[src/rtl/id_ex_skid_pkg.sv]
// id_ex_skid_pkg: shared opcodes, field widths and decoded packet layout for the decode/execute boundary
package id_ex_skid_pkg;
  localparam int OP_W = 5;
  localparam int FN_W = 2;
  localparam int PKT_DATA_W = 16;
  localparam int PKT_REG_W = 3;
  localparam logic [OP_W-1:0] OP_HALT = 5'b00000;
  localparam logic [OP_W-1:0] OP_ALU = 5'b01000;
  localparam logic [OP_W-1:0] OP_BEQ = 5'b10000;
  localparam logic [OP_W-1:0] OP_JMP = 5'b10100;
  localparam logic [OP_W-1:0] OP_ADDI = 5'b11011;
  localparam logic [OP_W-1:0] OP_LW = 5'b11100;
  localparam logic [OP_W-1:0] OP_SW = 5'b11101;
  typedef struct packed {
    logic [OP_W-1:0] op_code;
    logic [FN_W-1:0] funct;
    logic [PKT_DATA_W-1:0] a;
    logic [PKT_DATA_W-1:0] b;
    logic [PKT_DATA_W-1:0] imm;
    logic [PKT_REG_W-1:0] wr_reg;
    logic reg_write;
  } pkt_t;
  function automatic int pkt_w(input int dw, input int rw);
    return OP_W + FN_W + 3 * dw + rw + 1;
  endfunction
endpackage

[src/rtl/id_ex_skid_reg_slot.sv]
// skid_reg_slot: one valid bit plus data register with explicit next-valid and load
module skid_reg_slot #(
  parameter int W = 8
) (
  input  logic         clk,
  input  logic         rst,
  input  logic         ld,
  input  logic         nv,
  input  logic [W-1:0] d,
  output logic         v,
  output logic [W-1:0] q
);
  always_ff @(posedge clk) begin
    if (!rst) begin
      v <= 1'b0;
      q <= '0;
    end else begin
      v <= nv;
      if (ld) q <= d;
    end
  end
endmodule

[src/rtl/id_ex_skid.sv]
// id_ex_skid: two-entry skid buffer between decode and execute with flush, halt and bubble counting
module id_ex_skid
  import id_ex_skid_pkg::*;
#(
  parameter int DATA_W = PKT_DATA_W,
  parameter int REG_W = PKT_REG_W,
  parameter logic [OP_W-1:0] HALT_OP = OP_HALT
) (
  input  logic              clk,
  input  logic              rst,
  input  logic              in_valid,
  output logic              in_ready,
  input  logic [OP_W-1:0]   in_opCode,
  input  logic [FN_W-1:0]   in_funct,
  input  logic [DATA_W-1:0] in_A,
  input  logic [DATA_W-1:0] in_B,
  input  logic [DATA_W-1:0] in_imm,
  input  logic [REG_W-1:0]  in_wrReg,
  input  logic              in_regWrite,
  input  logic              flush,
  output logic              out_valid,
  input  logic              out_ready,
  output logic [OP_W-1:0]   out_opCode,
  output logic [FN_W-1:0]   out_funct,
  output logic [DATA_W-1:0] out_A,
  output logic [DATA_W-1:0] out_B,
  output logic [DATA_W-1:0] out_imm,
  output logic [REG_W-1:0]  out_wrReg,
  output logic              out_regWrite,
  output logic              halted,
  output logic [15:0]       bubble_cnt
);
  localparam int PW = pkt_w(DATA_W, REG_W);
  logic [PW-1:0] in_pkt, m_q, m_d, s_q;
  logic accept, emit, m_nv, m_ld, s_v, s_nv, s_ld, halt_nx;
  assign in_pkt = {in_opCode, in_funct, in_A, in_B, in_imm, in_wrReg, in_regWrite};
  assign {out_opCode, out_funct, out_A, out_B, out_imm, out_wrReg, out_regWrite} = m_q;
  always_comb begin
    accept = in_valid & in_ready;
    emit = out_valid & out_ready;
    m_nv = !flush & (s_v | accept | (out_valid & !emit));
    m_ld = !flush & (s_v ? emit : accept & (!out_valid | emit));
    m_d = s_v ? s_q : in_pkt;
    s_nv = !flush & (s_v ? !emit : accept & out_valid & !emit);
    s_ld = !flush & !s_v & accept & out_valid & !emit;
    halt_nx = !flush & (halted | (accept & (in_opCode == HALT_OP)));
  end
  skid_reg_slot #(.W(PW)) u_main (
    .clk(clk), .rst(rst), .ld(m_ld), .nv(m_nv), .d(m_d), .v(out_valid), .q(m_q)
  );
  skid_reg_slot #(.W(PW)) u_skid (
    .clk(clk), .rst(rst), .ld(s_ld), .nv(s_nv), .d(in_pkt), .v(s_v), .q(s_q)
  );
  always_ff @(posedge clk) begin
    if (!rst) begin
      halted <= 1'b0;
      in_ready <= 1'b1;
    end else begin
      halted <= halt_nx;
      in_ready <= !s_nv & !halt_nx;
    end
  end
  always_ff @(posedge clk) begin
    if (!rst) bubble_cnt <= '0;
    else if (!out_valid && !halted && bubble_cnt != 16'hFFFF) bubble_cnt <= bubble_cnt + 16'd1;
  end
endmodule
[config.mk]
export PLATFORM = sky130hd
export DESIGN_NAME = id_ex_skid
export DESIGN_NICKNAME = d
export VERILOG_FILES = /design/src/rtl/id_ex_skid_pkg.sv /design/src/rtl/id_ex_skid_reg_slot.sv /design/src/rtl/id_ex_skid.sv
export SDC_FILE = /design/constraint.sdc
export NUM_CORES = 1
export LEC_CHECK = 0
export CORE_ASPECT_RATIO = 0.6
export CORE_MARGIN = 1.5
export CORE_UTILIZATION = 50
export CTS_BUF_LIST = sky130_fd_sc_hd__clkbuf_16
export CTS_CLUSTER_DIAMETER = 40
export DETAILED_ROUTE_END_ITERATION = 6
export MAX_ROUTING_LAYER = met4
export PLACE_DENSITY = 0.8
export SLEW_MARGIN = 20
export SYNTH_ARGS = -nofsm -noshare
export SYNTH_HDL_FRONTEND = slang
export SYNTH_HIERARCHICAL = 1
export SYNTH_SLANG_ARGS = --single-unit
[constraint.sdc]
create_clock -name clk -period 2.5 [get_ports clk]
set_input_delay 0.375 -clock clk [delete_from_list [all_inputs] [get_ports clk]]
set_output_delay 0.375 -clock clk [all_outputs]
set_load 0.1 [all_outputs]
==> PnR_summary.wiki, run 1 <==
{| class="wikitable"
! Metric !! Value
|-
| Psw || 1.59 mW
|-
| Number of flip-flops and latches in the synthesized netlist || 138
|-
| Cell with the most instances after synthesis || sky130_fd_sc_hd__dfxtp_1
|-
| Remaining max-slew budget at the tightest pin || 0.411
|-
| Fin. Hold Viols || 0
|-
| Routed len/inst || 15.4 um
|-
| Starting Density || 0.514
|-
| Setup crit end kind || flip-flop
|-
| Antenna fix cells || 0
|-
| Critical Path Max Stage Delay || 0.84 ns
|-
| Die W || 147 um
|-
| Initial drt markers || 205
|-
| Post-synth top area cell || sky130_fd_sc_hd__dfxtp_1
|-
| Number of top-level pins || 142
|-
| Netlist Area Pre-Place || 0.00622 mm2
|-
| Share of total power in the clock network || 0.434
|-
| Worst vdd rail ir drop || 533 uV
|-
| Share of the clock period used by the worst path after layout || 0.801
|-
| Setup Viol. Count Final || 0
|-
| Overall overflow remaining after global route || 0
|-
| Die Span Y || 89.4 um
|-
| Global-route wire length before repair || 22000 um
|-
| Async set-or-reset flop fraction in the synthesized netlist || 0
|-
| PnR Total Power || 5.73 mW
|-
| Post-Layout Cell Count || 873
|-
| Post-layout min period || 2.00 ns
|-
| Depth of the CTS H-tree || 4
|-
| Post-synthesis share of cell area spent on xor and xnor gates || 0
|-
| Hold buffers post-CTS || 0
|-
| FP Rows || 31
|-
| Wire length reported by the detailed router || 13500 um
|-
| Static leakage power || 2.93 nW
|-
| Top FF cell, synth || sky130_fd_sc_hd__dfxtp_1
|-
| Proportion of synthesized area in mux cells || 0.303
|-
| TritonCTS clock tree || built
|-
| Run status || finished, final reports clean
|-
| Insertion delay of the later-clocked pin in the worst-skew pair || 0.40 ns
|-
| Final worst slack || 0.497 ns
|-
| Critical Path, Cell by Cell || nand4_2 > nor4_4 > o31ai_1 > a21oi_1
|-
| Top cells by instance count after synthesis || 138 x sky130_fd_sc_hd__dfxtp_1, 122 x sky130_fd_sc_hd__mux2i_1, 118 x sky130_fd_sc_hd__nor2b_1
|-
| Largest buffer count on any clock path || 2
|-
| Number of gates resized after cts || 0
|-
| Average cell area after synthesis || 10.9 um2
|-
| Critical path class || reg -> reg
|-
| HPWL Detailed || 8730 um
|-
| Data arrival at the endpoint of the critical path || 2.33 ns
|-
| Combinational family with the most area after synthesis || multiplexers
|-
| Cell at the slowest stage of the critical path || sky130_fd_sc_hd__nor4_4
|-
| Transition time of the tightest slew-check pin || 0.877 ns
|-
| Kind of start point of the critical path || flip-flop
|-
| Final estimated routing congestion in global placement || 0.802
|-
| Clock transition time at the flip-flop clock pins of the worst setup and hold paths || 0.06 ns
|-
| Compound-gate portion of the synthesized area || 0.0308
|-
| Kind of path behind the tightest hold check || reg -> reg
|-
| Setup TNS after final layout || 0 ns
|-
| Via count || 4459
|-
| Final clock skew || 0.0105 ns
|-
| Count of pins over their slew limit || 0
|-
| Mapped Nets || 634
|-
| Vias in the first global route || 4402
|-
| Placed cell count || 842
|-
| Area share of and/or/nand/nor cells after synthesis || 0.177
|-
| Number of nets at the end of the flow || 761
|-
| Post-synthesis sequential area ratio || 0.444
|-
| Instance count along the most critical hold path || 2
|-
| Post-CTS repair timing setup buffer count || 0
|-
| Setup repair after global routing missed its margin || false
|-
| Std-Cell Core Area || 0.0121 mm2
|-
| Area of the die || 0.0131 mm2
|-
| Port Buf Inserts || 141
|-
| Fraction of final layout cells sized beyond drive strength 1 || 0.260
|-
| Setup slack after placement || 0.269 ns
|-
| Number of enable flip-flop cells after synthesis || 0
|-
| Maximum fanout along the worst path || 19
|-
| Share of total power in combinational logic || 0.162
|-
| Number of warnings printed during yosys synthesis || 6
|-
| Power density over the cells || 709 mW/mm2
|-
| Largest cells by area after synthesis || sky130_fd_sc_hd__dfxtp_1 44%, sky130_fd_sc_hd__mux2i_1 20%, sky130_fd_sc_hd__nor2b_1 12%
|-
| Root cell of the clock tree || sky130_fd_sc_hd__clkbuf_16
|-
| Power Internal || 4.14 mW
|-
| Length of the first detailed-routing pass in iterations || 4
|-
| Fmax achieved || 0.499 GHz
|-
| Vias per cell || 5.11
|-
| Max Cap Viol || 0
|-
| Clock buffers created by TritonCTS || 17
|-
| Logic depth of the worst register-to-register path || 4
|-
| Switching part of the total power || 0.277
|-
| Layout area overhead || 29.9%
|-
| Critical path required time || 2.83 ns
|-
| DRC || 0
|-
| Sink count of the clock tree || 138
|-
| Maximum number of pins on one net before global-route repair || 129
|-
| Seq pwr share || 0.403
|-
| Antenna violations before repair || 0
|-
| Post-route antenna net violation count || 0
|-
| Synthesized instance count || 569
|-
| Adder-cell share of the synthesized area || 0.00201
|-
| Share of the synthesized area in the top cell type || 0.444
|-
| Number of unique standard cell types used by synthesis || 39
|-
| Global routing usage summed across all routing layers || 0.216
|}
sequential cells by signal, summed over array words and instances (netlist names):
name,cells
u_skid/v,1
u_skid/q,59
u_main/q,59
u_main/v,1
in_ready,1
bubble_cnt,16
halted,1
critical path: cells and delay by family (launching register included):
kind / cells / cell delay (ns)
flip-flops: 1 / 0.48
AND/OR/NAND/NOR: 2 / 1.05
AO/OA/AOI/OAI: 2 / 0.40
routing by layer:
layer  up-vias  global-route usage  wire length [um]
li1       2240                   -                 -
met1      2109               0.283              6720
met2       106               0.343              6240
met3         4              0.0434               472
met4         0              0.0627                57
met5         -                   -                 0
power groups by stage:
stage / registers, mW / clock network [mW] / logic, mW
after detailed placement: 2.36 / 0 / 0.932
final: 2.31 / 2.49 / 0.930
after floorplan: 2.76 / 0 / 0.270
after CTS: 2.31 / 2.53 / 0.934
after global routing: 2.32 / 2.63 / 0.971
after global placement: 2.35 / 0 / 0.919
stage by stage:
step	utilization	hold slack, ns	instance area (um2)
after floorplan	-	0.467	6220
after global placement	0.619	0.474	7490
after detailed placement	0.619	0.493	7490
after CTS	0.667	0.507	8070
after global routing	0.667	0.529	8070
final	0.667	0.503	8070
cells in the final DEF (no fill, tap or decap), drive strengths merged, types with 6 or more instances in the layout:
| cell | count |
|---|---|
| buf | 85 |
| nor2b | 118 |
| or4 | 7 |
| inv | 6 |
| a21oi | 16 |
| clkdlybuf4s50 | 62 |
| dfxtp | 138 |
| o31ai | 7 |
| mux2 | 59 |
| clkinv | 7 |
| mux2i | 122 |
| nand2 | 11 |
| clkbuf | 17 |
layout make-up:
class / count / area, um2
well taps: 165 / 206
multi-input cells: 388 / 3200
repair buffers: 147 / 1310
flip-flops and latches: 138 / 2760
fillers: 943 / 4030
clock buffers: 17 / 425
clock inverters: 14 / 159
inverters: 4 / 15.0
worst paths after layout:
| check | start | to | slack [ns] |
|---|---|---|---|
| worst max-delay path | bubble_cnt[8] | bubble_cnt[13] | 0.50 |
| worst min-delay path | bubble_cnt[15] | bubble_cnt[15] | 0.50 |
| worst max register to register | bubble_cnt[8] | bubble_cnt[13] | 0.50 |
| worst min register to register | bubble_cnt[15] | bubble_cnt[15] | 0.50 |
logic make-up after synthesis:
kind of cell,Yosys count
and+or+nand+nor,175
AOI/OAI and AO/OA,31
muxes,181
adders and majority gates,1
DFF,138
buffers and inverters,43
No activity file was read; power rests on OpenSTA's default activity.
==> run 2: changes to the inputs <==
==> constraint.sdc (replaced) <==
create_clock -name clk -period 1.92 [get_ports clk]
set_input_delay 0.288 -clock clk [delete_from_list [all_inputs] [get_ports clk]]
set_output_delay 0.288 -clock clk [all_outputs]
set_load 0.1 [all_outputs]
==> run 2 against run 1 <==
Against the previous run: flip-flop and latch count stayed put; sequential power is 30% higher; final cell count is 1.8% higher; worst setup slack worse by 0.31 ns; register-to-register slack worse by 0.31 ns; worst hold slack worse by 0.38 ns; critical path type unchanged; critical endpoint is now bubble_cnt[9]; clock power is 32% higher; routed wire length is 7.1% higher.
==> PnR_summary.wiki, run 2 (synthesis gave the netlist of run 1 again) <==
{| class="wikitable"
! Metric !! Value
|-
| Fin. Hold Viols || 0
|-
| Logic depth of the worst register-to-register path || 4
|-
| Sequential cell area || 0.00279 mm2
|-
| Std-Cell Core Area || 0.0121 mm2
|-
| Static leakage power || 3.03 nW
|-
| Sink count of the clock tree || 138
|-
| FP Rows || 31
|-
| Post-CTS repair timing setup buffer count || 0
|-
| Number of top-level pins || 142
|-
| Remaining max-slew budget at the tightest pin || 0.643
|-
| Via count || 4579
|-
| Post-route antenna net violation count || 0
|-
| Top Registers || u_main/q x59, u_skid/q x59, bubble_cnt x16
|-
| Worst min-delay path endpoint || in_ready
|-
| Antenna fix cells || 0
|-
| Placed cell count || 859
|-
| Root cell of the clock tree || sky130_fd_sc_hd__clkbuf_16
|-
| Initial drt markers || 176
|-
| DRC || 0
|-
| Post-layout min period || 1.73 ns
|-
| Length of the first detailed-routing pass in iterations || 5
|-
| Worst flop-to-flop path endpoint || bubble_cnt[9]
|-
| Setup repair after global routing missed its margin || false
|-
| Vias in the first global route || 4519
|-
| Clock buffers created by TritonCTS || 17
|-
| Fill count || 919
|-
| Wire length reported by the detailed router || 14400 um
|-
| Worst vdd rail ir drop || 615 uV
|-
| Area of the die || 0.0131 mm2
|-
| Die Span Y || 89.4 um
|-
| Max Cap Viol || 0
|-
| Number of gates resized after cts || 0
|-
| Area of combinational cells with multiple inputs || 0.00320 mm2
|-
| R2r setup slk || 0.19 ns
|-
| Starting Density || 0.514
|-
| Leading cell types in the layout, fill and taps excluded || 122 x sky130_fd_sc_hd__mux2i_1, 119 x sky130_fd_sc_hd__dfxtp_1, 118 x sky130_fd_sc_hd__nor2b_1, 93 x sky130_fd_sc_hd__buf_4, 62 x sky130_fd_sc_hd__clkdlybuf4s50_1
|-
| Maximum number of pins on one net before global-route repair || 60
|-
| Most common cell after layout, fill and taps aside || sky130_fd_sc_hd__mux2i_1
|-
| Transition time of the tightest slew-check pin || 0.535 ns
|-
| Critical path required time || 2.25 ns
|-
| Fmax achieved || 0.577 GHz
|-
| Overall overflow remaining after global route || 0
|-
| Port Buf Inserts || 141
|-
| Count of pins over their slew limit || 0
|-
| Fraction of final layout cells sized beyond drive strength 1 || 0.296
|-
| HPWL Detailed || 10000 um
|-
| Setup crit end kind || flip-flop
|-
| Final estimated routing congestion in global placement || 0.860
|-
| Critical path class || reg -> reg
|-
| TritonCTS clock tree || built
|-
| Hold buffers post-CTS || 0
|-
| Area after detailed placement || 0.00769 mm2
|-
| Global routing usage summed across all routing layers || 0.223
|-
| Run status || finished, final reports clean
|-
| Kind of path behind the tightest hold check || in -> reg
|-
| Post-Layout Cell Count || 889
|-
| Final std cell area, no fill || 0.00828 mm2
|-
| Setup Viol. Count Final || 0
|-
| Routed len/inst || 16.2 um
|-
| Vias per cell || 5.15
|-
| Final worst slack || 0.187 ns
|-
| Setup slack after placement || -0.127 ns
|-
| Layout area overhead || 33.1%
|-
| Largest buffer count on any clock path || 2
|-
| Clock transition time at the flip-flop clock pins of the worst setup and hold paths || 0.06 ns
|-
| Power density over the cells || 912 mW/mm2
|-
| Insertion delay of the later-clocked pin in the worst-skew pair || 0.40 ns
|-
| Depth of the CTS H-tree || 4
|-
| Die W || 147 um
|-
| Share of the clock period used by the worst path after layout || 0.903
|-
| Utilization after layout || 0.684
|-
| Data arrival at the endpoint of the critical path || 2.06 ns
|-
| Instance count along the most critical hold path || 2
|-
| Origin of the worst min-delay path || rst
|-
| Worst R2R Start || bubble_cnt[2]
|-
| Antenna violations before repair || 0
|-
| Kind of start point of the critical path || flip-flop
|-
| WHS || 0.123 ns
|-
| Maximum fanout along the worst path || 11
|-
| Final clock skew || 0.00645 ns
|-
| Number of nets at the end of the flow || 778
|-
| Global-route wire length before repair || 22200 um
|}
==> run 2: changes by cell type in the layout (fill, tap and decap cells not counted), sizes merged <==
cell | before | now
clkinvlp | 2 | 1
buf | 85 | 102
bufinv | 3 | 4
inv | 6 | 5
==> run 2: worst max path at each step <==
stage	start	end	slack, ns	cells after the start
after floorplan	u_skid/v	u_main/q[47]	0.02	9
after global placement	in_valid	u_skid/q[36]	-0.03	7
after detailed placement	out_ready	u_main/q[0]	-0.13	8
after global routing	bubble_cnt[2]	bubble_cnt[9]	0.08	4
after CTS	bubble_cnt[2]	bubble_cnt[9]	0.21	4
final	bubble_cnt[2]	bubble_cnt[9]	0.19	4
==> run 2: critical path, stage by stage, from the launching register on <==
cell,delay (ns)
sky130_fd_sc_hd__dfxtp_2,0.37
sky130_fd_sc_hd__and3_1,0.17
sky130_fd_sc_hd__nand4_1,0.37
sky130_fd_sc_hd__or4_1,0.60
sky130_fd_sc_hd__a21oi_1,0.14
==> run 2: per-stage QoR <==
step                      setup TNS [ns]  power (mW)
after detailed placement           -3.51        4.32
final                                  0        7.54
after CTS                              0        7.60
after floorplan                        0        3.94
after global placement            -0.607        4.29
after global routing                   0        7.80
==> run 2: routing by layer <==
metal | part of all wire | GRT usage | vias up | wire length [um]
met3 | 0.040 | 0.0536 | 10 | 578
met4 | 0.0054 | 0.0555 | 0 | 78
met2 | 0.47 | 0.358 | 109 | 6730
met5 | 0 | - | - | 0
li1 | - | - | 2264 | -
met1 | 0.49 | 0.286 | 2196 | 7060
==> run 2: area by class of cell <==
| type | count | area share |
|---|---|---|
| timing repair buffer | 164 | 0.179 |
| multi-input combinational | 388 | 0.386 |
| sequential | 138 | 0.337 |
| clock inverter | 13 | 0.0194 |
| clock buffer | 17 | 0.0514 |
| inverter | 4 | 0.00181 |
| tap | 165 | 0.0249 |
==> run 2: power by group <==
group          leakage, nW  internal (mW)  switching (mW)  total [mW]
registers             1.13           2.95          0.0594        3.01
clock network        0.287           2.12            1.16        3.29
logic                 1.61          0.443           0.801        1.24
